$ cat src/rtl/bird_column.sv
// Column-wide bird position controller for the Floppy Bird LED display.
// Tracks the bird row, applies flap lift and divided gravity, and flags floor/pipe crashes.
module bird_column #(
    parameter int ROWS      = 8,
    parameter int START_ROW = 4,
    parameter int FLAP_ROWS = 1,
    parameter int FALL_DIV  = 2
) (
    input  logic                     clk,
    input  logic                     reset,
    input  logic                     start_i,
    input  logic                     flap_i,
    input  logic                     gravity_tick_i,
    input  logic [ROWS-1:0]          pipe_mask_i,
    output logic [ROWS-1:0]          rows_out_o,
    output logic [$clog2(ROWS)-1:0]  pos_o,
    output logic                     alive_o,
    output logic                     crash_o
);

    localparam int PW = $clog2(ROWS);
    localparam int FW = (FALL_DIV > 1) ? $clog2(FALL_DIV) : 1;

    typedef enum logic [1:0] {
        S_IDLE = 2'd0,
        S_FLY  = 2'd1,
        S_DEAD = 2'd2
    } state_e;

    state_e          state_q, state_d;
    logic [PW-1:0]   pos_q, pos_d;
    logic [FW-1:0]   fcnt_q, fcnt_d;
    logic            flap_q;
    logic [ROWS-1:0] rows_out_q, rows_out_d;
    logic            alive_q, alive_d;
    logic            crash_q, crash_d;

    logic            flap_edge_s;
    logic            fall_due_s;
    logic            pipe_hit_s;
    logic [PW:0]     flap_sum_s;
    logic [PW-1:0]   flap_pos_s;

    function automatic logic [ROWS-1:0] onehot(input logic [PW-1:0] p);
        onehot = {{(ROWS-1){1'b0}}, 1'b1} << p;
    endfunction

    assign flap_edge_s = flap_i & ~flap_q;
    assign fall_due_s  = gravity_tick_i && (fcnt_q == FW'(FALL_DIV - 1));
    assign pipe_hit_s  = pipe_mask_i[pos_q];

    // Flap lift computed one bit wider so the ceiling clamp sees the carry.
    always_comb begin
        flap_sum_s = {1'b0, pos_q} + (PW+1)'(FLAP_ROWS);
        if (flap_sum_s > (PW+1)'(ROWS - 1)) begin
            flap_pos_s = PW'(ROWS - 1);
        end else begin
            flap_pos_s = flap_sum_s[PW-1:0];
        end
    end

    // State, position, fall counter and output registers.
    always_ff @(posedge clk) begin
        if (reset) begin
            state_q    <= S_IDLE;
            pos_q      <= PW'(START_ROW);
            fcnt_q     <= {FW{1'b0}};
            flap_q     <= 1'b0;
            rows_out_q <= onehot(PW'(START_ROW));
            alive_q    <= 1'b0;
            crash_q    <= 1'b0;
        end else begin
            state_q    <= state_d;
            pos_q      <= pos_d;
            fcnt_q     <= fcnt_d;
            flap_q     <= flap_i;
            rows_out_q <= rows_out_d;
            alive_q    <= alive_d;
            crash_q    <= crash_d;
        end
    end

    // Next-state and datapath; FLY applies pipe > flap > gravity priority.
    always_comb begin
        state_d = state_q;
        pos_d   = pos_q;
        fcnt_d  = fcnt_q;
        case (state_q)
            S_IDLE: begin
                pos_d  = PW'(START_ROW);
                fcnt_d = {FW{1'b0}};
                if (start_i) begin
                    state_d = S_FLY;
                end else begin
                    state_d = S_IDLE;
                end
            end
            S_FLY: begin
                if (pipe_hit_s) begin
                    state_d = S_DEAD;
                end else if (flap_edge_s) begin
                    pos_d  = flap_pos_s;
                    fcnt_d = {FW{1'b0}};
                end else if (fall_due_s) begin
                    if (pos_q == {PW{1'b0}}) begin
                        state_d = S_DEAD;
                    end else begin
                        pos_d  = pos_q - PW'(1);
                        fcnt_d = {FW{1'b0}};
                    end
                end else if (gravity_tick_i) begin
                    fcnt_d = fcnt_q + FW'(1);
                end else begin
                    state_d = S_FLY;
                end
            end
            S_DEAD: begin
                if (start_i) begin
                    state_d = S_IDLE;
                    pos_d   = PW'(START_ROW);
                    fcnt_d  = {FW{1'b0}};
                end else begin
                    state_d = S_DEAD;
                end
            end
            default: begin
                state_d = S_IDLE;
                pos_d   = PW'(START_ROW);
                fcnt_d  = {FW{1'b0}};
            end
        endcase
    end

    // Output decode from the next state so the registered flags line up with pos.
    always_comb begin
        rows_out_d = onehot(pos_d);
        alive_d    = (state_d == S_FLY);
        crash_d    = (state_d == S_DEAD) && (state_q != S_DEAD);
    end

    assign rows_out_o = rows_out_q;
    assign pos_o      = pos_q;
    assign alive_o    = alive_q;
    assign crash_o    = crash_q;

endmodule
$ cat config.mk
export PLATFORM = sky130hd
export DESIGN_NAME = bird_column
export DESIGN_NICKNAME = d
export VERILOG_FILES = /design/src/rtl/bird_column.sv
export SDC_FILE = /design/constraint.sdc
export NUM_CORES = 1
export LEC_CHECK = 0
export CAP_MARGIN = 20
export CORE_ASPECT_RATIO = 1.5
export CORE_MARGIN = 2
export CORE_UTILIZATION = 35
export CTS_CLUSTER_SIZE = 30
export DETAILED_ROUTE_END_ITERATION = 6
export PLACE_DENSITY = 0.65
export SYNTH_ARGS = -nofsm -noshare
export SYNTH_HDL_FRONTEND = slang
export SYNTH_SLANG_ARGS = --single-unit
$ cat constraint.sdc
create_clock -name clk -period 5.1 [get_ports clk]
set_clock_uncertainty 0.15 [all_clocks]
set_input_delay 1.02 -clock clk [delete_from_list [all_inputs] [get_ports clk]]
set_output_delay 1.02 -clock clk [all_outputs]
set_load 0.005 [all_outputs]
* After elaboration in Yosys (flattened, before gate mapping)
Cells that the tools add are included.
** Storage, ports and cells
- Flip-flop bits (word level) :: 17
- Word-level logic and storage cells :: 53
- Output and inout bits :: 13
- Input bits :: 13
** Operators by class
- Shift operators :: 1
- Order comparisons :: 2
- Reductions and logical operators :: 5
- Add/sub/neg operators :: 3
- Mux-type cells :: 24
- Bitwise gates (word level) :: 2
- Equal/unequal tests :: 9
** Operator list (number)
- 3-bit 2-to-1 mux :: 6
- 2-bit 2-to-1 mux :: 6
- 1-bit 2-to-1 mux :: 8
- 4-bit != test, second input constant :: 2
- 1-bit by 3-bit << shifter with 8-bit output, first input constant :: 1
- 2-bit != test, second input constant :: 3
- 2-bit one-hot mux with 3 select lines :: 1
- 3-bit one-hot mux with 2 select lines :: 1
- 3-bit by 1-bit adder with 4-bit output, second input constant :: 1
- 2-bit by 1-bit equality test with 1-bit output, second input constant :: 2
- 2-bit equality test, second input constant :: 2
- 4-bit by 3-bit > comparator with 1-bit output, second input constant :: 1
- 3-bit by 4-bit less-than comparator with 1-bit output, second input constant :: 1
- 4-bit AND reduction :: 1
- 1-bit binary-select mux with 3-bit select :: 1
- 3-bit logical NOT :: 1
- 3-bit by 1-bit subtractor with 3-bit output, second input constant :: 1
- 1-bit logical AND :: 2
- 2-bit logical NOT :: 1
- 1-bit one-hot mux with 2 select lines :: 1
- 1-bit adder, second input constant :: 1
- 1-bit bitwise AND :: 1
- 1-bit NOT :: 1

* Longest topological paths before layout
Gate-level depths: netlist (run 1).
- Depth after elaboration :: 8
- Gate-level depth with buffers :: 8
- Gate-level depth less buffers :: 7

* Worst setup path after synthesis (run 1)
Ideal clock, no wire load.
- Kind :: input -> register
- Start point :: input port pipe_mask_i[1]
- End point :: register rows_out_q[7], in the netlist rows_out_o[7]
- Arrival time :: 2.240 ns
- Setup time :: 0.087 ns
- Required time :: 4.863 ns
- Path buffers :: 0
- Slack :: 2.623 ns
- Cell stages on the path :: 5
- Cells stage by stage :: mux2_4 > a22oi_4 > a31oi_1 > a311o_4 > nor4b_4
** On the way
- Cells in the longest elaborated chain, start to end :: 5
** RTL lines
- from (decl) :: line 14 : input logic [ROWS-1:0] pipe_mask_i,
- 1-bit binary-select mux with 3-bit select :: line 50 : assign pipe_hit_s = pipe_mask_i[pos_q];
- 1-bit 2-to-1 mux (not written as such) :: line 50
- 3-bit 2-to-1 mux :: line 99 : if (pipe_hit_s) begin
- 3-bit one-hot mux with 2 select lines :: line 88 : case (state_q)
- 1-bit by 3-bit << shifter with 8-bit output :: line 45 : onehot = {{(ROWS-1){1'b0}}, 1'b1} << p;
- to (signal assigned) :: line 69 : rows_out_q <= onehot(PW'(START_ROW));
- to (signal assigned) :: line 77 : rows_out_q <= rows_out_d;
- to (decl) :: line 34 : logic [ROWS-1:0] rows_out_q, rows_out_d;
No other way between the ends. The select of a mux whose other input is x is not followed.
A chain may end at the register's enable or synchronous reset.

* Final worst setup path (run 1)
- Start point :: input port flap_i
- End point :: register rows_out_q[6], in the netlist rows_out_o[6]
** On the way
- Cells in the longest elaborated chain, start to end :: 5
** RTL lines
- from (decl) :: line 12 : input logic flap_i,
- 1-bit bitwise AND :: line 48 : assign flap_edge_s = flap_i & ~flap_q;
- 3-bit 2-to-1 mux :: line 101 : end else if (flap_edge_s) begin
- 3-bit 2-to-1 mux :: line 99
- 3-bit one-hot mux with 2 select lines :: line 88
- 1-bit by 3-bit << shifter with 8-bit output :: line 45
No other way between the ends.

==> results.py, run 1 <==
metrics = {
    "status": {
        "run_status": "completed",
    },
    "route": {
        "drtIter0Drc": 29,
        "routedWlPerCell_um": 12.6,
        "dr.pass1.iters": 4,
        "via_count": 898,
        "drt_wl_total_um": 2170,
        "vias_per_cell": 5.22,
        "drc": 0,
        "ant_nets": 0,
    },
    "logic_synthesis": {
        "ys_types": 40,
        "syn-num-nets": 130,
        "synthMuxAreaShare": 0.0559,
        "ys_seq_elements": 17,
        "yosysSeqAreaShare": 0.338,
        "syn-instance-count": 110,
        "synth_xor_xnor_area_share": 0,
        "yosys.area_share.simple": 0.252,
        "synth-adder-area-share": 0.0870,
        "syn_area_um2": 1010,
        "ys.warnings.count": 0,
        "synth_top_family_by_area": "simple AND/OR/NAND/NOR gates",
        "syn_avg_cell_area_um2": 9.16,
        "synth-compound-area-share": 0.214,
    },
    "finish": {
        "area_delta_synth_final_pct": 31.6,
        "drive_gt1_frac": 0.0963,
        "n_antenna_cell": 0,
        "n_fill_cell": 281,
        "fin_area_um2": 1330,
        "finalNetCount": 156,
    },
    "worst_setup_path": {
        "critical_path_required_ps": 5100,
        "critical_path_class": "in2reg",
        "crit_path_cell_trace": "clkdlybuf4s50_1 > nor2b_1 > o21ai_0 > o221ai_1 > a31oi_1 > nor4_1",
        "crit_buf_inv": 1,
        "critPathCaptureType": "register",
        "rr_worst_depth": 7,
        "critPathTopFamily": "simple AND/OR/NAND/NOR gates",
        "critPathMaxFanout": 7,
        "rrSetupSlack_ps": 2580,
        "crit_arrival_ps": 2940,
        "start_kind": "primary input",
        "slowest_stage": "clkdlybuf4s50_1",
        "cp_num_cells": 6,
        "cpPeakStageDelay_ps": 480,
    },
    "flow_run": {
        "drv_cap": 0,
    },
    "cts": {
        "clock_latency_ps": 250,
        "cts_htree_levels": 1,
        "postCtsHoldBufs": 0,
        "post_cts_buffers": 0,
        "cts_buffers": 3,
        "cts_tree": "yes",
        "cts_buffer_depth": 2,
        "clk_pin_slew_ps": 70,
        "cts_resized": 0,
        "clock_sinks": 17,
        "cts_root_buf": "clkbuf_8",
    },
    "placement": {
        "pre_cts_ws_ps": 1900,
        "dp_hpwl_um": 1720,
        "place.gp.congestion": 0.818,
        "placed_area_um2": 1280,
        "portBuffers": 25,
    },
    "timing": {
        "maxSlewViolCount": 0,
        "max_slew_margin": 0.608,
        "fmax_ghz": 0.340,
        "final-hold-violation-count": 0,
        "worst_slack_ps": 2160,
        "finalSetupTns_ps": 0,
        "tightestPinTransition_ps": 585,
        "finalCriticalPeriod_ps": 2940,
        "finalSetupViolations": 0,
        "rsz0062_at_grt": "no",
        "whs_ps": 391,
        "period_share": 0.577,
    },
    "floorplanning": {
        "fp-row-count": 23,
        "ios": 26,
        "die_h_um": 69.7,
        "dieArea_um2": 3330,
        "die_width_um": 47.8,
        "start_util": 0.372,
        "core_area_um2": 2710,
    },
    "min_path": {
        "hp-class": "reg2reg",
        "whs_path_depth": 2,
    },
    "power": {
        "ir_drop_v": 0.000208,
        "p_seq_frac": 0.479,
        "p_int_mw": 0.219,
        "p_clk_frac": 0.346,
        "power_density_nw_per_um2": 223,
        "swShare": 0.261,
        "leakagePower_nw": 0.490,
        "combPwrFrac": 0.175,
        "p_switching_mw": 0.0771,
    },
    "global_route": {
        "antenna_found_initial": 0,
        "grt_max_degree": 15,
        "grt_pass1_vias": 889,
        "grt_pass1_wl_um": 3550,
        "grt-ovfl-total": 0,
        "track_usage": 0.143,
    },
}
## through the flow
| step | std cells | utilization | power (mW) |
|---|---|---|---|
| 2_1_floorplan | 110 | - | 0.174 |
| 3_3_place_gp | 168 | 0.472 | 0.196 |
| 3_5_place_dp | 168 | 0.472 | 0.197 |
| 4_1_cts | 172 | 0.490 | 0.298 |
| 5_1_grt | 172 | 0.490 | 0.309 |
| 6_report | 172 | 0.490 | 0.296 |
## layout make-up
class / count / area (um^2) / area share
Sequential cell: 17 / 340 / 0.257
Multi-Input combinational cell: 82 / 613 / 0.463
Inverter: 7 / 26.3 / 0.0198
Clock inverter: 1 / 7.51 / 0.00567
Timing Repair Buffer: 25 / 250 / 0.189
Clock buffer: 3 / 41.3 / 0.0312
Tap cell: 37 / 46.3 / 0.0349
## cell usage in the layout, fill, tap and decap left out, drive strengths merged, types with 2 or more instances in the layout
cell type	count
and3	2
clkbuf	3
a311o	3
mux2i	3
inv	7
nor2b	5
ha	7
mux2	2
o2111ai	2
o21ai	5
nand4	2
nor4	3
nand3	2
nor4b	2
dfxtp	17
nor2	9
a21oi	3
nand2b	2
nand2	8
a31oi	6
a21o	2
clkdlybuf4s50	25
nor3	4
## worst reg2reg max path, stage by stage (launching register included)
cell      delay, ps
dfxtp_1         630
inv_1           130
ha_1            240
nor2b_1         160
o21ai_0         300
a31oi_1         180
a311oi_1        460
o31ai_1         140
## power by group through the flow
stage,sequential [mW],clock [mW],combinational [mW]
finish,0.142,0.102,0.0519
global route,0.142,0.109,0.0574
CTS,0.142,0.104,0.0524
detailed placement,0.145,0,0.0520
global placement,0.145,0,0.0512
floorplan,0.143,0,0.0311
## sequential cells by signal, summed over array words and instances (netlist names)
register	count
rows_out_o	8
fcnt_q	1
pos_o	3
state_q	2
flap_q	1
alive_o	1
crash_o	1
## path summary, 6_finish.rpt
path / start / endpoint
max: flap_i / rows_out_o[6]
min: fcnt_q / fcnt_q
max reg2reg: pos_o[0] / rows_out_o[4]
min reg2reg: fcnt_q / fcnt_q
## per-layer routing
metal	vias to the layer above	track usage	wire [um]
met5	-	0	0
met4	0	0.0811	57
met3	4	0	67
met2	23	0.253	1160
met1	418	0.155	886
li1	453	-	-
## cells by family after synthesis
logic type	count (synthesis)
buffers and inverters	11
AND/OR/NAND/NOR	43
flip-flops	17
multiplexers	5
adder cells (fa/ha/maj)	7
AO/OA/AOI/OAI	27
## synthesized netlist by cell type
cell type / count / area [um^2]
a21oi_1: 3 / 15.0
mux2_2: 1 / 11.3
o2111ai_1: 2 / 17.5
or3_1: 1 / 6.26
and2_1: 1 / 6.26
a22oi_4: 1 / 21.3
a21o_1: 2 / 15.0
nor4b_4: 1 / 23.8
nand3_1: 2 / 10.0
nor3b_2: 1 / 12.5
nor4b_1: 1 / 8.76
o221ai_1: 1 / 8.76
and3_1: 1 / 6.26
nor4_2: 1 / 12.5
buf_4: 1 / 7.51
mux2i_1: 3 / 30.0
nand3b_1: 1 / 7.51
nor4_1: 2 / 12.5
a31oi_1: 6 / 37.5
buf_2: 1 / 5.00
buf_6: 1 / 11.3
nor2_1: 9 / 33.8
nor3_1: 4 / 20.0
nand2_1: 8 / 30.0
o22a_2: 1 / 10.0
a31o_1: 1 / 8.76
and3_2: 1 / 7.51
inv_1: 7 / 26.3
nand4_1: 2 / 12.5
mux2_4: 1 / 15.0
nor2b_1: 5 / 31.3
dfxtp_1: 17 / 340
a311oi_1: 1 / 8.76
ha_1: 7 / 87.6
o31ai_1: 1 / 7.51
o21ai_0: 5 / 25.0
clkbuf_1: 1 / 3.75
nand2b_1: 2 / 12.5
a311o_4: 1 / 20.0
a311o_1: 2 / 20.0
Power figures use the tool's default switching activity.
==> run 2: changes to the inputs <==
- clock period: 5.1 -> 3 ns (I/O delays scaled with it)
==> run 2 against run 1 <==
Sequential power up 70%. Global-route usage rose by 1.1 points. Setup slack got worse by 1600 ps. Clock-buffer cell count unchanged. Critical path depth stayed put. Flip-flop and latch count unchanged. Design area is 0.94% higher. Register-to-register slack worse by 1900 ps. Utilization increased by 0.46 points. Critical endpoint unchanged.
==> results.py, run 2 (synthesis results as in run 1) <==
metrics = {
    "finish": {
        "finalNetCount": 158,
        "largest_register_ffs": 8,
        "drive_gt1_frac": 0.109,
        "n_antenna_cell": 0,
        "utilization": 0.494,
        "most-common-layout-cells": "clkdlybuf4s50_1, dfxtp_1, nor2_1",
        "area_delta_synth_final_pct": 32.8,
        "layout_commonest_cell": "clkdlybuf4s50_1",
    },
    "power": {
        "leakagePower_nw": 0.505,
        "totalPowerFinal_mw": 0.499,
        "power_density_nw_per_um2": 373,
        "ir_drop_v": 0.000297,
    },
    "worst_setup_path": {
        "crit_path_cell_trace": "clkdlybuf4s50_1 > nor2b_1 > o21ai_0 > o221ai_1 > a31oi_1 > nor4_1",
        "r2r_end": "rows_out_o[4]",
        "critPathCaptureType": "register",
        "critical_path_class": "in2reg",
        "setup.worst_path.start": "flap_i",
        "rr_worst_depth": 7,
        "slowest_stage": "clkdlybuf4s50_1",
        "cpPeakStageDelay_ps": 500,
        "crit_arrival_ps": 2460,
        "critical_path_required_ps": 3010,
        "crit_end": "rows_out_o[6]",
        "critPathMaxFanout": 7,
        "start_kind": "primary input",
        "rrSetupSlack_ps": 720,
        "r2r-start": "pos_o[1]",
    },
    "global_route": {
        "grt_pass1_wl_um": 3860,
        "grt-ovfl-total": 0,
        "grt_pass1_vias": 929,
        "track_usage": 0.153,
        "antenna_found_initial": 0,
        "grt_max_degree": 15,
    },
    "cts": {
        "clock_sinks": 17,
        "cts_htree_levels": 1,
        "clock_latency_ps": 250,
        "postCtsHoldBufs": 0,
        "cts_buffer_depth": 2,
        "cts_resized": 0,
        "cts_buffers": 3,
        "cts_root_buf": "clkbuf_8",
        "post_cts_buffers": 0,
        "cts_tree": "yes",
        "clk_pin_slew_ps": 60,
    },
    "timing": {
        "finalCriticalPeriod_ps": 2450,
        "max_slew_margin": 0.619,
        "tightestPinTransition_ps": 569,
        "final-hold-violation-count": 0,
        "finalSetupTns_ps": 0,
        "maxSlewViolCount": 0,
        "period_share": 0.817,
        "fmax_ghz": 0.408,
        "rsz0062_at_grt": "no",
        "worst_slack_ps": 548,
        "finalSetupViolations": 0,
    },
    "floorplanning": {
        "core_area_um2": 2710,
        "fp-row-count": 23,
        "die_width_um": 47.8,
        "start_util": 0.372,
        "dieArea_um2": 3330,
        "die_h_um": 69.7,
        "ios": 26,
    },
    "placement": {
        "portBuffers": 25,
        "pre_cts_ws_ps": 286,
        "dp_hpwl_um": 1760,
        "place.gp.congestion": 0.839,
    },
    "route": {
        "vias_per_cell": 5.21,
        "via_count": 907,
        "drc": 0,
        "drt_wl_total_um": 2250,
        "routedWlPerCell_um": 12.9,
        "dr.pass1.iters": 4,
        "ant_nets": 0,
        "drtIter0Drc": 33,
    },
    "flow_run": {
        "drv_cap": 0,
    },
    "status": {
        "run_status": "completed",
    },
    "min_path": {
        "hp-class": "reg2reg",
    },
}
-- run 2: cell types whose count changed in the layout (fill, tap and decap cells not counted) --
cell,change
clkinv_2,+1
clkinvlp_4,-1
buf_4,+2
-- run 2: per-stage QoR --
step | hold WS, ps | cell area, um^2 | instances
5_1_grt | 428 | 1340 | 174
2_1_floorplan | 347 | 1010 | 110
3_5_place_dp | 383 | 1290 | 170
4_1_cts | 393 | 1340 | 174
3_3_place_gp | 383 | 1290 | 170
6_report | 391 | 1340 | 174
-- run 2: layer usage --
metal,GRT usage,wire [um]
met2,0.253,1150
met3,0,67
met5,0,0
met1,0.189,974
met4,0.0841,54
-- run 2: worst min path at each step --
stage / startpoint / to / slack, ps / cells past startpoint
finish: fcnt_q / fcnt_q / 390 / 2
global route: fcnt_q / fcnt_q / 430 / 2
CTS: fcnt_q / fcnt_q / 390 / 2
detailed placement: fcnt_q / fcnt_q / 380 / 2
global placement: fcnt_q / fcnt_q / 380 / 2
floorplan: fcnt_q / fcnt_q / 350 / 2
-- run 2: worst max-delay path, delay by kind of cell --
| kind | cells | cell delay, ps |
|---|---|---|
| simple gates | 2 | 710 |
| compound gates | 3 | 650 |
| buf+inv | 1 | 500 |
-- run 2: layout make-up --
| class | instances | area [um^2] |
|---|---|---|
| Fill cell | 288 | 1370 |
| Inverter | 7 | 26.3 |
| Clock inverter | 1 | 5.00 |
| Clock buffer | 3 | 41.3 |
| Tap cell | 37 | 46.3 |
| Timing Repair Buffer | 27 | 265 |
| Multi-Input combinational cell | 82 | 613 |
| Sequential cell | 17 | 340 |
-- run 2: power by group --
group,internal [mW],total (mW),switching (mW)
Combinational,0.0448,0.0890,0.0443
Sequential,0.234,0.241,0.00719
Clock,0.0921,0.169,0.0769
==> run 3: changes to the inputs <==
- PLACE_DENSITY: 0.65 -> 0.67
- clock period: 3 -> 2 ns (I/O delays scaled with it)
==> run 3 against run 2 <==
The run now ends with negative setup slack left. Clock-buffer cell count unchanged. Critical path depth unchanged. Routed wire length increased by 32%. Setup slack got worse by 590 ps. Sequential share of layout area decreased by 5.4 points. Non-clock buffer count increased by 23. Register-to-register slack got worse by 730 ps. Global-route usage increased by 2.8 points. Die area unchanged. Largest power group unchanged.
==> results.py, run 3 (synthesis results as in run 1) <==
metrics = {
    "finish": {
        "area_delta_synth_final_pct": 72.0,
        "finalNetCount": 181,
        "area.sequential_um2": 347,
        "n_fill_cell": 236,
        "stdcell_count": 197,
        "largest_register_ffs": 8,
        "drive_gt1_frac": 0.444,
        "n_antenna_cell": 0,
        "multi_input_area_um2": 808,
        "most-common-layout-cells": "clkdlybuf4s50_1, buf_4, dfxtp_1",
    },
    "global_route": {
        "met3_usage": 0.00781,
        "grt.busiest_layer": "met2",
        "track_usage": 0.181,
        "met1_usage": 0.217,
        "antenna_found_initial": 0,
        "grt_max_degree": 12,
        "met2_usage": 0.317,
        "grt-ovfl-total": 0,
        "grt_pass1_vias": 1078,
        "grt_pass1_wl_um": 4570,
    },
    "floorplanning": {
        "dieArea_um2": 3330,
        "die_h_um": 69.7,
        "die_width_um": 47.8,
        "fp-row-count": 23,
        "ios": 26,
        "start_util": 0.372,
        "core_area_um2": 2710,
    },
    "timing": {
        "fmax_ghz": 0.491,
        "period_share": 1.02,
        "maxSlewViolCount": 0,
        "rsz0062_at_grt": "yes",
        "final-hold-violation-count": 0,
        "tightestPinTransition_ps": 411,
        "worst_slack_ps": -38.1,
        "finalSetupViolations": 2,
        "whs_ps": 298,
        "finalCriticalPeriod_ps": 2040,
        "max_slew_margin": 0.725,
    },
    "status": {
        "violations": "negative setup slack",
        "run_status": "finished with violations",
    },
    "route": {
        "drt_wl_total_um": 2970,
        "dr.pass1.iters": 4,
        "drtIter0Drc": 43,
        "vias_per_cell": 5.37,
        "via_count": 1057,
        "ant_nets": 0,
        "routedWlPerCell_um": 15.1,
        "drc": 0,
    },
    "cts": {
        "clock_sinks": 17,
        "cts_buffer_depth": 2,
        "cts_root_buf": "clkbuf_8",
        "clk_pin_slew_ps": 80,
        "clock_latency_ps": 260,
        "cts_htree_levels": 1,
        "cts_tree": "yes",
        "postCtsHoldBufs": 0,
        "cts_buffers": 3,
    },
    "flow_run": {
        "drv_cap": 0,
    },
    "worst_setup_path": {
        "critical_path_class": "in2reg",
        "critical_path_required_ps": 2030,
        "crit_path_cell_trace": "clkdlybuf4s50_1 > mux2i_1 > o22a_2 > a311o_1 > a31o_1 > nor4_2",
        "critPathCaptureType": "register",
        "slowest_stage": "clkdlybuf4s50_1",
        "critPathMaxFanout": 5,
        "start_kind": "primary input",
        "cpPeakStageDelay_ps": 460,
        "crit_arrival_ps": 2070,
    },
    "power": {
        "leakagePower_nw": 0.670,
        "ir_drop_v": 0.000409,
        "power_density_nw_per_um2": 476,
    },
    "placement": {
        "portBuffers": 25,
        "dp_hpwl_um": 1950,
        "place.gp.congestion": 0.832,
        "dp.cells": 189,
    },
    "min_path": {
        "hp-class": "in2reg",
    },
}
-- run 3: cell count changes in the layout (fill, tap and decap cells not counted), sizes merged --
cell           delta
clkinvlp          +1
clkdlybuf4s50     -6
dlygate4sd2       +5
clkinv            -1
buf              +23
dlymetal6s2s      +1
-- run 3: final cells by class --
cell class / count / area share
multi-input cells: 82 / 0.466
repair buffers: 50 / 0.264
flip-flops and latches: 17 / 0.200
clock inverters: 1 / 0.00433
inverters: 7 / 0.0152
clock buffers: 3 / 0.0238
well taps: 37 / 0.0267
-- run 3: worst max-delay path: cells and delay by family --
| family | cells | cell delay [ps] |
|---|---|---|
| and+or+nand+nor | 1 | 240 |
| muxes | 1 | 70 |
| buffers and inverters | 1 | 460 |
| AOI/OAI and AO/OA | 3 | 900 |
-- run 3: stage by stage --
step | cell area (um^2) | TNS [ps] | util | total power [mW] | setup WS, ps
2_1_floorplan | 1020 | 0 | - | 0.447 | 4.30
3_3_place_gp | 1440 | -4780 | 0.533 | 0.525 | -448
3_5_place_dp | 1440 | -5270 | 0.533 | 0.528 | -499
4_1_cts | 1600 | -98.9 | 0.592 | 0.802 | -48.3
5_1_grt | 1730 | -633 | 0.641 | 0.865 | -90.7
6_report | 1730 | -49.1 | 0.641 | 0.824 | -38.1
-- run 3: report_power, final --
group / switching (mW) / internal (mW) / leakage (nW) / total [mW]
clock network: 0.129 / 0.141 / 0.0217 / 0.270
logic: 0.0997 / 0.0987 / 0.509 / 0.198
registers: 0.00687 / 0.349 / 0.139 / 0.356
total: 0.236 / 0.588 / 0.670 / 0.824
-- run 3: metal layers --
metal,up-vias,wire length (um)
met5,-,0
met2,38,1650
met4,0,69
met3,9,143
li1,508,-
met1,502,1100
-- run 3: worst paths after layout --
check                               startpoint  cells after the start            end  slack (ps)
worst max register to register        pos_o[1]                      8  rows_out_o[4]         -10
worst min register to register          fcnt_q                      2         fcnt_q         440
worst min-delay path                    flap_i                      2         flap_q         300
worst max-delay path            pipe_mask_i[4]                      6  rows_out_o[6]         -40
-- run 3: repair_timing --
item,4_1_cts,5_1_grt
setup endpoints to repair,11,14
pin swaps,10,8
setup buffers,4,0
gates resized for setup,23,31
endpoints found under the hold margin,0,0
